## config.mk

```make
export PLATFORM = sky130hd
export DESIGN_NAME = sram_access_arbiter
export DESIGN_NICKNAME = d
export VERILOG_FILES = /design/src/rtl/sram_arb_pkg.sv /design/src/rtl/sram_access_arbiter_rr_arb2.sv /design/src/rtl/sram_access_arbiter.sv
export SDC_FILE = /design/constraint.sdc
export NUM_CORES = 1
export LEC_CHECK = 0
export CORE_MARGIN = 8
export CORE_UTILIZATION = 40
export CTS_CLUSTER_DIAMETER = 150
export CTS_CLUSTER_SIZE = 14
export DETAILED_ROUTE_END_ITERATION = 6
export GPL_TIMING_DRIVEN = 0
export HOLD_SLACK_MARGIN = 0.05
export PLACE_DENSITY = 0.77
export SLEW_MARGIN = 40
export SYNTH_ARGS = -nofsm -noshare
export SYNTH_HDL_FRONTEND = slang
export SYNTH_SLANG_ARGS = --single-unit
```

## constraint.sdc

```tcl
create_clock -name clk -period 4.2 [get_ports clk]
set_input_delay 0.63 -clock clk [delete_from_list [all_inputs] [get_ports clk]]
set_output_delay 0.63 -clock clk [all_outputs]
set_load 0.05 [all_outputs]
```

## src/rtl/sram_arb_pkg.sv

```systemverilog
// Shared types and constants for the SRAM access arbiter: access-phase state
// encoding, default SRAM window and bank/word-address geometry.
package sram_arb_pkg;

    typedef enum logic [2:0] {
        IDLE,
        SETUP,
        STROBE,
        HOLD,
        DONE
    } arb_state_e;

    localparam logic [15:0] SRAM_BASE_HI_DEFAULT = 16'h2000;
    localparam int          BANK_BIT             = 15;
    localparam int          MEM_AW               = 15;

    function automatic int max3(input int a, input int b, input int c);
        int m;
        m = (a > b) ? a : b;
        return (m > c) ? m : c;
    endfunction

endpackage

```

## src/rtl/sram_access_arbiter_rr_arb2.sv

```systemverilog
// Two-port arbiter: round-robin by default, fixed priority to port 0 when
// SRAM_ARB_FIXED_PRIO_EN is defined (pointer removed, port 1 may starve).
module rr_arb2 (
    input  logic       clk,
    input  logic       reset,
    input  logic [1:0] req,
    input  logic       advance,
    output logic [1:0] gnt,
    output logic       ptr
);

`ifdef SRAM_ARB_FIXED_PRIO_EN
    logic unused_inputs;
    assign unused_inputs = ^{clk, reset, advance};
    assign ptr           = 1'b0;

    always_comb begin
        gnt = 2'b00;
        if (req[0]) begin
            gnt = 2'b01;
        end else if (req[1]) begin
            gnt = 2'b10;
        end
    end
`else
    // ptr_q names the port favoured on the next simultaneous request.
    logic ptr_q;
    logic ptr_d;

    always_comb begin
        gnt   = req;
        ptr_d = ptr_q;
        if (req == 2'b11) begin
            gnt = ptr_q ? 2'b10 : 2'b01;
        end
        if (advance) begin
            ptr_d = gnt[0];
        end
    end

    always_ff @(posedge clk) begin
        if (reset) begin
            ptr_q <= 1'b0;
        end else begin
            ptr_q <= ptr_d;
        end
    end

    assign ptr = ptr_q;
`endif

endmodule

```

## src/rtl/sram_access_arbiter.sv

```systemverilog
// Shares two external SRAM banks between the CPU LSU (port 0) and UART RX DMA
// (port 1); optional macro SRAM_ARB_FIXED_PRIO_EN selects fixed priority.
module sram_access_arbiter
    import sram_arb_pkg::*;
#(
    parameter logic [15:0] SRAM_BASE_HI = SRAM_BASE_HI_DEFAULT,
    parameter int          SETUP_CYC    = 1,
    parameter int          STROBE_CYC   = 2,
    parameter int          HOLD_CYC     = 1
) (
    input  logic        clk,
    input  logic        reset,
    input  logic        req0,
    input  logic        req1,
    input  logic        we0,
    input  logic        we1,
    input  logic [31:0] addr0,
    input  logic [31:0] addr1,
    input  logic [15:0] wdata0,
    input  logic [15:0] wdata1,
    output logic        ack0,
    output logic        ack1,
    output logic        err0,
    output logic        err1,
    output logic [15:0] rdata,
    output logic [14:0] mem_addr,
    output logic [15:0] mem_wdata,
    input  logic [15:0] mem_rdata,
    output logic        CE0,
    output logic        CE1,
    output logic        OE0,
    output logic        OE1,
    output logic        WE0,
    output logic        WE1
);

    localparam int CNT_W = $clog2(max3(SETUP_CYC, STROBE_CYC, HOLD_CYC) + 1);
    localparam logic [CNT_W-1:0] SETUP_LAST  = CNT_W'((SETUP_CYC > 0) ? SETUP_CYC - 1 : 0);
    localparam logic [CNT_W-1:0] STROBE_LAST = CNT_W'((STROBE_CYC > 0) ? STROBE_CYC - 1 : 0);
    localparam logic [CNT_W-1:0] HOLD_LAST   = CNT_W'((HOLD_CYC > 0) ? HOLD_CYC - 1 : 0);

    arb_state_e        state_q, state_d;
    logic [CNT_W-1:0]  cnt_q, cnt_d;
    logic              port_q, port_d;
    logic              we_q, we_d;
    logic              bank_q, bank_d;
    logic              miss_q, miss_d;
    logic [MEM_AW-1:0] mem_addr_q, mem_addr_d;
    logic [15:0]       mem_wdata_q, mem_wdata_d;
    logic [15:0]       rdata_q, rdata_d;
    logic [1:0]        ce_n_q, ce_n_d;
    logic [1:0]        oe_n_q, oe_n_d;
    logic [1:0]        we_n_q, we_n_d;
    logic [1:0]        ack_q, ack_d;
    logic [1:0]        err_q, err_d;

    logic [1:0]        gnt;
    logic              arb_advance;
    logic              arb_ptr;
    logic              sel_we;
    logic [31:0]       sel_addr;
    logic [15:0]       sel_wdata;
    logic              sel_miss;
    logic              active_d;
    logic              strobe_d;
    logic              done_d;
    logic              unused_bits;

    rr_arb2 u_arb (
        .clk     (clk),
        .reset   (reset),
        .req     ({req1, req0}),
        .advance (arb_advance),
        .gnt     (gnt),
        .ptr     (arb_ptr)
    );

    assign sel_we      = gnt[1] ? we1 : we0;
    assign sel_addr    = gnt[1] ? addr1 : addr0;
    assign sel_wdata   = gnt[1] ? wdata1 : wdata0;
    assign sel_miss    = (sel_addr[31:16] != SRAM_BASE_HI);
    assign unused_bits = ^{sel_addr[0], arb_ptr};

    always_comb begin
        state_d     = state_q;
        cnt_d       = cnt_q;
        port_d      = port_q;
        we_d        = we_q;
        bank_d      = bank_q;
        miss_d      = miss_q;
        mem_addr_d  = mem_addr_q;
        mem_wdata_d = mem_wdata_q;
        rdata_d     = rdata_q;
        arb_advance = 1'b0;

        case (state_q)
            IDLE: begin
                if (req0 || req1) begin
                    arb_advance = 1'b1;
                    port_d      = gnt[1];
                    we_d        = sel_we;
                    bank_d      = sel_addr[BANK_BIT];
                    miss_d      = sel_miss;
                    cnt_d       = '0;
                    if (sel_miss) begin
                        state_d = DONE;
                    end else begin
                        mem_addr_d = sel_addr[MEM_AW:1];
                        if (sel_we) begin
                            mem_wdata_d = sel_wdata;
                        end
                        if (SETUP_CYC > 0) begin
                            state_d = SETUP;
                        end else begin
                            state_d = STROBE;
                        end
                    end
                end
            end
            SETUP: begin
                if (cnt_q == SETUP_LAST) begin
                    state_d = STROBE;
                    cnt_d   = '0;
                end else begin
                    cnt_d = cnt_q + CNT_W'(1);
                end
            end
            STROBE: begin
                if (cnt_q == STROBE_LAST) begin
                    if (!we_q) begin
                        rdata_d = mem_rdata;
                    end
                    cnt_d = '0;
                    if (HOLD_CYC > 0) begin
                        state_d = HOLD;
                    end else begin
                        state_d = DONE;
                    end
                end else begin
                    cnt_d = cnt_q + CNT_W'(1);
                end
            end
            HOLD: begin
                if (cnt_q == HOLD_LAST) begin
                    state_d = DONE;
                    cnt_d   = '0;
                end else begin
                    cnt_d = cnt_q + CNT_W'(1);
                end
            end
            DONE: begin
                state_d = IDLE;
            end
            default: begin
                state_d = IDLE;
            end
        endcase
    end

    // Pin strobes are registered from the next state so they line up with the phase.
    assign active_d = (state_d == SETUP) || (state_d == STROBE) || (state_d == HOLD);
    assign strobe_d = (state_d == STROBE);
    assign done_d   = (state_d == DONE);

    for (genvar gi = 0; gi < 2; gi++) begin : g_bank
        localparam logic SEL = 1'(gi);
        assign ce_n_d[gi] = ~(active_d & (bank_d == SEL));
        assign oe_n_d[gi] = ~(strobe_d & ~we_d & (bank_d == SEL));
        assign we_n_d[gi] = ~(strobe_d & we_d & (bank_d == SEL));
        assign ack_d[gi]  = done_d & (port_d == SEL);
        assign err_d[gi]  = done_d & (port_d == SEL) & miss_d;
    end

    always_ff @(posedge clk) begin
        if (reset) begin
            state_q     <= IDLE;
            cnt_q       <= '0;
            port_q      <= 1'b0;
            we_q        <= 1'b0;
            bank_q      <= 1'b0;
            miss_q      <= 1'b0;
            mem_addr_q  <= '0;
            mem_wdata_q <= '0;
            rdata_q     <= '0;
            ce_n_q      <= 2'b11;
            oe_n_q      <= 2'b11;
            we_n_q      <= 2'b11;
            ack_q       <= 2'b00;
            err_q       <= 2'b00;
        end else begin
            state_q     <= state_d;
            cnt_q       <= cnt_d;
            port_q      <= port_d;
            we_q        <= we_d;
            bank_q      <= bank_d;
            miss_q      <= miss_d;
            mem_addr_q  <= mem_addr_d;
            mem_wdata_q <= mem_wdata_d;
            rdata_q     <= rdata_d;
            ce_n_q      <= ce_n_d;
            oe_n_q      <= oe_n_d;
            we_n_q      <= we_n_d;
            ack_q       <= ack_d;
            err_q       <= err_d;
        end
    end

    assign ack0      = ack_q[0];
    assign ack1      = ack_q[1];
    assign err0      = err_q[0];
    assign err1      = err_q[1];
    assign rdata     = rdata_q;
    assign mem_addr  = mem_addr_q;
    assign mem_wdata = mem_wdata_q;
    assign CE0       = ce_n_q[0];
    assign CE1       = ce_n_q[1];
    assign OE0       = oe_n_q[0];
    assign OE1       = oe_n_q[1];
    assign WE0       = we_n_q[0];
    assign WE1       = we_n_q[1];

endmodule

```

==> reports/qor.txt, run 1 <==
Initial antenna violation count - 0
Final Setup Violations - 0
Commonest non-fill, non-tap cell in the layout - clkdlybuf4s50_1
Final worst path period need - 2.66 ns
Max Clock Skew - 0.0141 ns
Setup repair bufs after CTS - 0
Tcrit/Tclk final - 0.634
Max Freq - 0.375 GHz
Largest delay share family, worst path - simple AND/OR/NAND/NOR gates
Detailed Route WL - 11,600 µm
Status - finished, final reports clean
H-tree depth - 3
#FFs+latches synth - 67
Final Power - 1.55 mW
Register area share after synthesis - 0.388
TritonCTS clock tree - yes
Post-synthesis compound-gate area fraction - 0.211
Core area - 8550 µm²
FILL cells - 721
# DRC - 0
Adder-cell area share of the yosys netlist - 0.0145
DR WL/cell - 16.9 µm
Setup TNS - 0 ns
IO buf count - 171
Top FF cell, synth - dfxtp_1
Post-synthesis xor/xnor area fraction - 0.00253
Most frequent cells in the layout - 171 x clkdlybuf4s50_1, 67 x dfxtp_1, 54 x a21oi_1
Worst setup path class - primary input to register
Post-DRT Antenna Nets - 0
N_diodes - 0
DR vias - 3,511
Worst flop-to-flop path startpoint - state_q[1]
Die W - 109 µm
CP startpoint - addr1[16]
DP HPWL - 9270 µm
Num rows - 34
Area grow syn2layout - 60.2%
Reg clk slew, reported paths - 0.08 ns
CP Capture Type - register
Total clock buffers created by CTS - 9
First-pass GRT wire length - 18,400 µm
Share of layout cells above drive strength 1 - 0.153
Full die area - 11,900 µm²
Max-cap viol count - 0
CP Cell Sequence - clkdlybuf4s50_1 > or4_1 > or4_4 > o22a_1 > buf_6 > buf_12 > mux2_4
WP data arrival - 2.90 ns
Worst Reg-to-Reg Cells - 6
CP bufs+invs - 3
R2r setup slk - 2.02 ns
IO Pins - 175
Synthesis Warnings - 0
Total GRT Usage - 0.197
Post-synthesis mux area share - 0.107
Netlist cell types - 45
Clk root buf - clkbuf_8
Vias/cell - 5.10
Die Ht - 109 µm
Max Root-Sink Buffers - 2
Async S/R FF share, synth - 0
Grt total ovfl - 0
DRT iter0 DRCs - 83
Fin. max-slew vios - 0
Post-CTS Hold Fix Bufs - 0
Avg Inst Size Synth - 8.82 µm²
Crit path required time - 4.43 ns
Hold Path Sink - rdata[5]
Final hold vios - 0
Net Count, Synth - 514
Synth Instances - 392
1st-pass router iterations - 6
Pwr dens - 279 nW/µm²
Worst hold path stage count - 2
Worst slew pin tran - 0.605 ns
Number of synthesized flops with an enable pin - 0
Reg-to-Reg End - mem_wdata[13]
Critical path startpoint category - primary input
GP Congestion - 0.814
Worst slew margin - 0.596
Largest family of logic cells by synthesized area - simple AND/OR/NAND/NOR gates
VDD IR max - 0.208 mV
# resized after CTS - 0
Net count, final - 697
Clk_lat worst skew - 0.34 ns
Largest net degree at the start of global routing - 14
Worst min path class - register to register
Worst-path cell with the longest stage delay - or4_1
Vias in the first global route - 3,724
CTS sink count - 67
Worst Hold Launch - rdata[5]
Max incr delay on CP - 0.56 ns
Simple-gate share of the synthesized area - 0.231
Initial Util - 0.404
Cell Area, Synth - 3460 µm²
Crit Path Max Fanout - 10
RSZ-0062 raised after global routing - no
Leakage Power - 2.09 nW
-- final cells by class --
type | instances | area (µm²) | area share
multi-input cells | 290 | 1960 | 0.354
repair buffers | 172 | 1720 | 0.310
flip-flops and latches | 67 | 1340 | 0.242
plain buffers | 33 | 150 | 0.0271
well taps | 108 | 135 | 0.0244
clock buffers | 9 | 124 | 0.0224
clock inverters | 7 | 103 | 0.0185
inverters | 2 | 7.51 | 0.00135
-- sequential cells by signal, summed over array words and instances, names as in the netlist, 2 cells and up --
name       cells
ce_n_q         2
mem_addr      15
state_q        3
oe_n_q         2
we_n_q         2
mem_wdata     16
err_q          2
rdata         16
cnt_q          2
ack_q          2
-- stage by stage --
stage          cell area (µm²)  instances  hold slack, ns   util  setup slack (ns)
6_report                  5540        688           0.457  0.648              1.54
5_1_grt                   5540        688           0.474  0.648              1.49
4_1_cts                   5530        687           0.460  0.647              1.37
3_5_place_dp              5310        671           0.448  0.620              1.01
3_3_place_gp              5310        671           0.444  0.620              1.10
2_1_floorplan             3460        392           0.476      -              1.66
-- kinds of logic after synthesis --
group,after synthesis
mux,31
simple gates,150
compound gates,104
xor+xnor,1
fa+ha+maj,4
buf+inv,35
flops,67
-- layer usage --
layer,up-vias,wire length (µm),global-route usage
met2,125,5780,0.341
met4,0,117,0.0557
met5,-,0,0
met3,12,1110,0.0786
met1,1619,4610,0.218
li1,1755,-,-
-- tightest hold or removal path, stage by stage (launching register included) --
cell	delay, ns
dfxtp_1	0.31
nand2_1	0.05
a21oi_1	0.05
-- worst max path at each step --
| stage | depth (start not counted) | to |
|---|---|---|
| floorplan | 6 | mem_addr[10] |
| global placement | 6 | mem_wdata[2] |
| detailed placement | 6 | mem_wdata[5] |
| CTS | 6 | mem_wdata[13] |
| global route | 7 | mem_addr[14] |
| finish | 7 | mem_addr[14] |
-- report_power, final --
group	internal, mW	total [mW]	switching (mW)
combinational	0.162	0.290	0.128
sequential	0.646	0.653	0.00715
clock	0.338	0.604	0.266
-- Yosys cell counts (2+ instances only) --
cell      instances  area share
nand3_1          36       0.052
a32oi_1           2      0.0051
or4_1             2      0.0043
nand3b_1          4      0.0087
nor3_1            3      0.0043
a21bo_2          31       0.090
a211o_1           2      0.0051
buf_1             3      0.0033
nand2b_1          3      0.0054
nand2_1          37       0.040
nor4b_1           2      0.0051
a21oi_1          54       0.078
and3_1            3      0.0054
o22a_1            2      0.0051
inv_1             2      0.0022
o21ai_0           2      0.0029
dfxtp_1          67        0.39
mux2_4            6       0.026
or4_4             2      0.0065
mux2_2           25       0.081
clkbuf_1         26       0.028
nor2_1           13       0.014
buf_2             2      0.0029
a21o_1            2      0.0043
and4_1            3      0.0076
nor2b_1          31       0.056
nor4_1            4      0.0072
or3_1             2      0.0036
ha_1              4       0.014
a211oi_1          2      0.0043
Power figures use the tool's default switching activity.
==> run 2, diff against run 1 <==
==> constraint.sdc (replaced) <==
create_clock -name clk -period 2.5 [get_ports clk]
set_input_delay 0.375 -clock clk [delete_from_list [all_inputs] [get_ports clk]]
set_output_delay 0.375 -clock clk [all_outputs]
set_load 0.05 [all_outputs]
==> run 2 against run 1 <==
Compared with the run above: first-iteration DRC count grew 1.2%; clock skew is essentially flat; count of clock-buffer cells in the layout is the same; critical path type unchanged; sequential share of layout area is essentially flat; clock power grew 69%; global-route usage grew 0.074 points; routed wire length grew 0.15%; worst hold slack is essentially flat; largest cell class unchanged; combinational power grew 68%.
==> reports/qor.txt, run 2 (synthesis gave the netlist of run 1 again) <==
Leakage Power - 2.09 nW (about the same)
Crit Path Max Fanout - 10 (unchanged)
DR vias - 3,524 (+0.37%)
Status - finished, final reports clean
Setup TNS - 0 ns (unchanged)
Initial antenna violation count - 0 (unchanged)
Max Clock Skew - 0.0142 ns (+0.0000438 ns)
Core area - 8550 µm² (unchanged)
Share of layout cells above drive strength 1 - 0.154 (+0.000265)
Tcrit/Tclk final - 0.964
Die Ht - 109 µm (unchanged)
Worst min path class - register to register
Final Setup Violations - 0 (unchanged)
Area occupied by multi-input gates - 1970 µm² (+0.38%)
1st-pass router iterations - 5 (-1)
N_diodes - 0 (unchanged)
Commonest non-fill, non-tap cell in the layout - clkdlybuf4s50_1
DP HPWL - 9270 µm (unchanged)
DRT iter0 DRCs - 84 (+1.2%)
Die W - 109 µm (unchanged)
Reg clk slew, reported paths - 0.08 ns (about the same)
Worst-path cell with the longest stage delay - or4_1
Detailed Route WL - 11,600 µm (+0.15%)
Total clock buffers created by CTS - 9 (unchanged)
RSZ-0062 raised after global routing - no
Total GRT Usage - 0.198 (+0.000741)
Max Freq - 0.415 GHz
Most frequent cells in the layout - 171 x clkdlybuf4s50_1, 67 x dfxtp_1, 54 x a21oi_1
TritonCTS clock tree - yes
Net count, final - 696 (-0.14%)
Final hold vios - 0 (unchanged)
CP Capture Type - register
Worst slew pin tran - 0.604 ns (-0.000142 ns)
Final worst path period need - 2.41 ns
Fin. max-slew vios - 0 (unchanged)
Post-CTS Hold Fix Bufs - 0 (unchanged)
First-pass GRT wire length - 18,500 µm (+0.49%)
Max incr delay on CP - 0.56 ns (about the same)
IO buf count - 171 (unchanged)
Vias/cell - 5.13 (+0.52%)
Vias in the first global route - 3,733 (+0.24%)
Largest net degree at the start of global routing - 14 (unchanged)
Max-cap viol count - 0 (unchanged)
H-tree depth - 3 (unchanged)
Pwr dens - 470 nW/µm² (+68%)
Area grow syn2layout - 60.3% (about the same)
DR WL/cell - 16.9 µm (+0.29%)
Critical path startpoint category - primary input
Max Root-Sink Buffers - 2 (unchanged)
Hold WS - 0.457 ns (+0.0000570 ns)
IO Pins - 175 (unchanged)
WP data arrival - 2.64 ns (-0.26 ns)
Crit path required time - 2.73 ns (-1.70 ns)
GP Congestion - 0.814 (unchanged)
Num rows - 34 (unchanged)
Core Util, Final - 0.648 (about the same)
Register area - 1340 µm² (unchanged)
Post-DRT Antenna Nets - 0 (unchanged)
CTS sink count - 67 (unchanged)
Setup repair bufs after CTS - 0 (unchanged)
Full die area - 11,900 µm² (unchanged)
Initial Util - 0.404 (unchanged)
# DRC - 0 (unchanged)
CP Cell Sequence - clkdlybuf4s50_1 > or4_1 > or4_4 > o22a_1 > buf_6 > buf_12 > mux2_4
Clk root buf - clkbuf_8
Clk_lat worst skew - 0.34 ns (about the same)
Worst setup path class - primary input to register
Grt total ovfl - 0 (unchanged)
VDD IR max - 0.351 mV (+69%)
# resized after CTS - 1 (+1)
Worst slew margin - 0.596 (about the same)
FILL cells - 721 (unchanged)
## run 2: worst paths after layout
kind | from | to | slack [ns] | depth (start not counted)
worst max-delay path | addr1[16] | mem_addr[14] | 0.09 | 7
worst min-delay path | rdata[5] | rdata[5] | 0.46 | 2
worst max register to register | state_q[1] | mem_wdata[13] | 0.19 | 6
worst min register to register | rdata[5] | rdata[5] | 0.46 | 2
## run 2: layout make-up
cell class | instances | share of cell area
Multi-Input combinational cell | 290 | 0.356
Buffer | 33 | 0.0271
Clock buffer | 9 | 0.0223
Sequential cell | 67 | 0.242
Inverter | 2 | 0.00135
Tap cell | 108 | 0.0244
Timing Repair Buffer | 171 | 0.309
Clock inverter | 7 | 0.0185
## run 2: worst max-delay path: cells and delay by family
kind	cells	cell delay (ns)
mux	1	0.29
compound gates	1	0.18
buf+inv	3	0.70
simple gates	2	1.10
## run 2: metal layers
| layer | track usage | routed length (µm) | vias up |
|---|---|---|---|
| li1 | - | - | 1750 |
| met1 | 0.219 | 4600 | 1631 |
| met2 | 0.342 | 5780 | 132 |
| met3 | 0.0786 | 1130 | 11 |
| met4 | 0.0557 | 117 | 0 |
| met5 | 0 | 0 | - |
## run 2: stage by stage
stage / cell area [µm²] / instances / setup WS, ns / power, mW
4_1_cts: 5540 / 687 / 0.103 / 2.62
3_5_place_dp: 5310 / 671 / -0.430 / 1.61
6_report: 5540 / 687 / 0.0912 / 2.60
5_1_grt: 5540 / 687 / 0.0435 / 2.73
2_1_floorplan: 3460 / 392 / 0.219 / 1.35
3_3_place_gp: 5310 / 671 / -0.342 / 1.60
## run 2: power by group
group          switching, mW  total [mW]  internal, mW
Sequential            0.0121        1.10          1.09
Clock                  0.450        1.02         0.568
Combinational          0.215       0.488         0.273
Total                  0.678        2.60          1.93
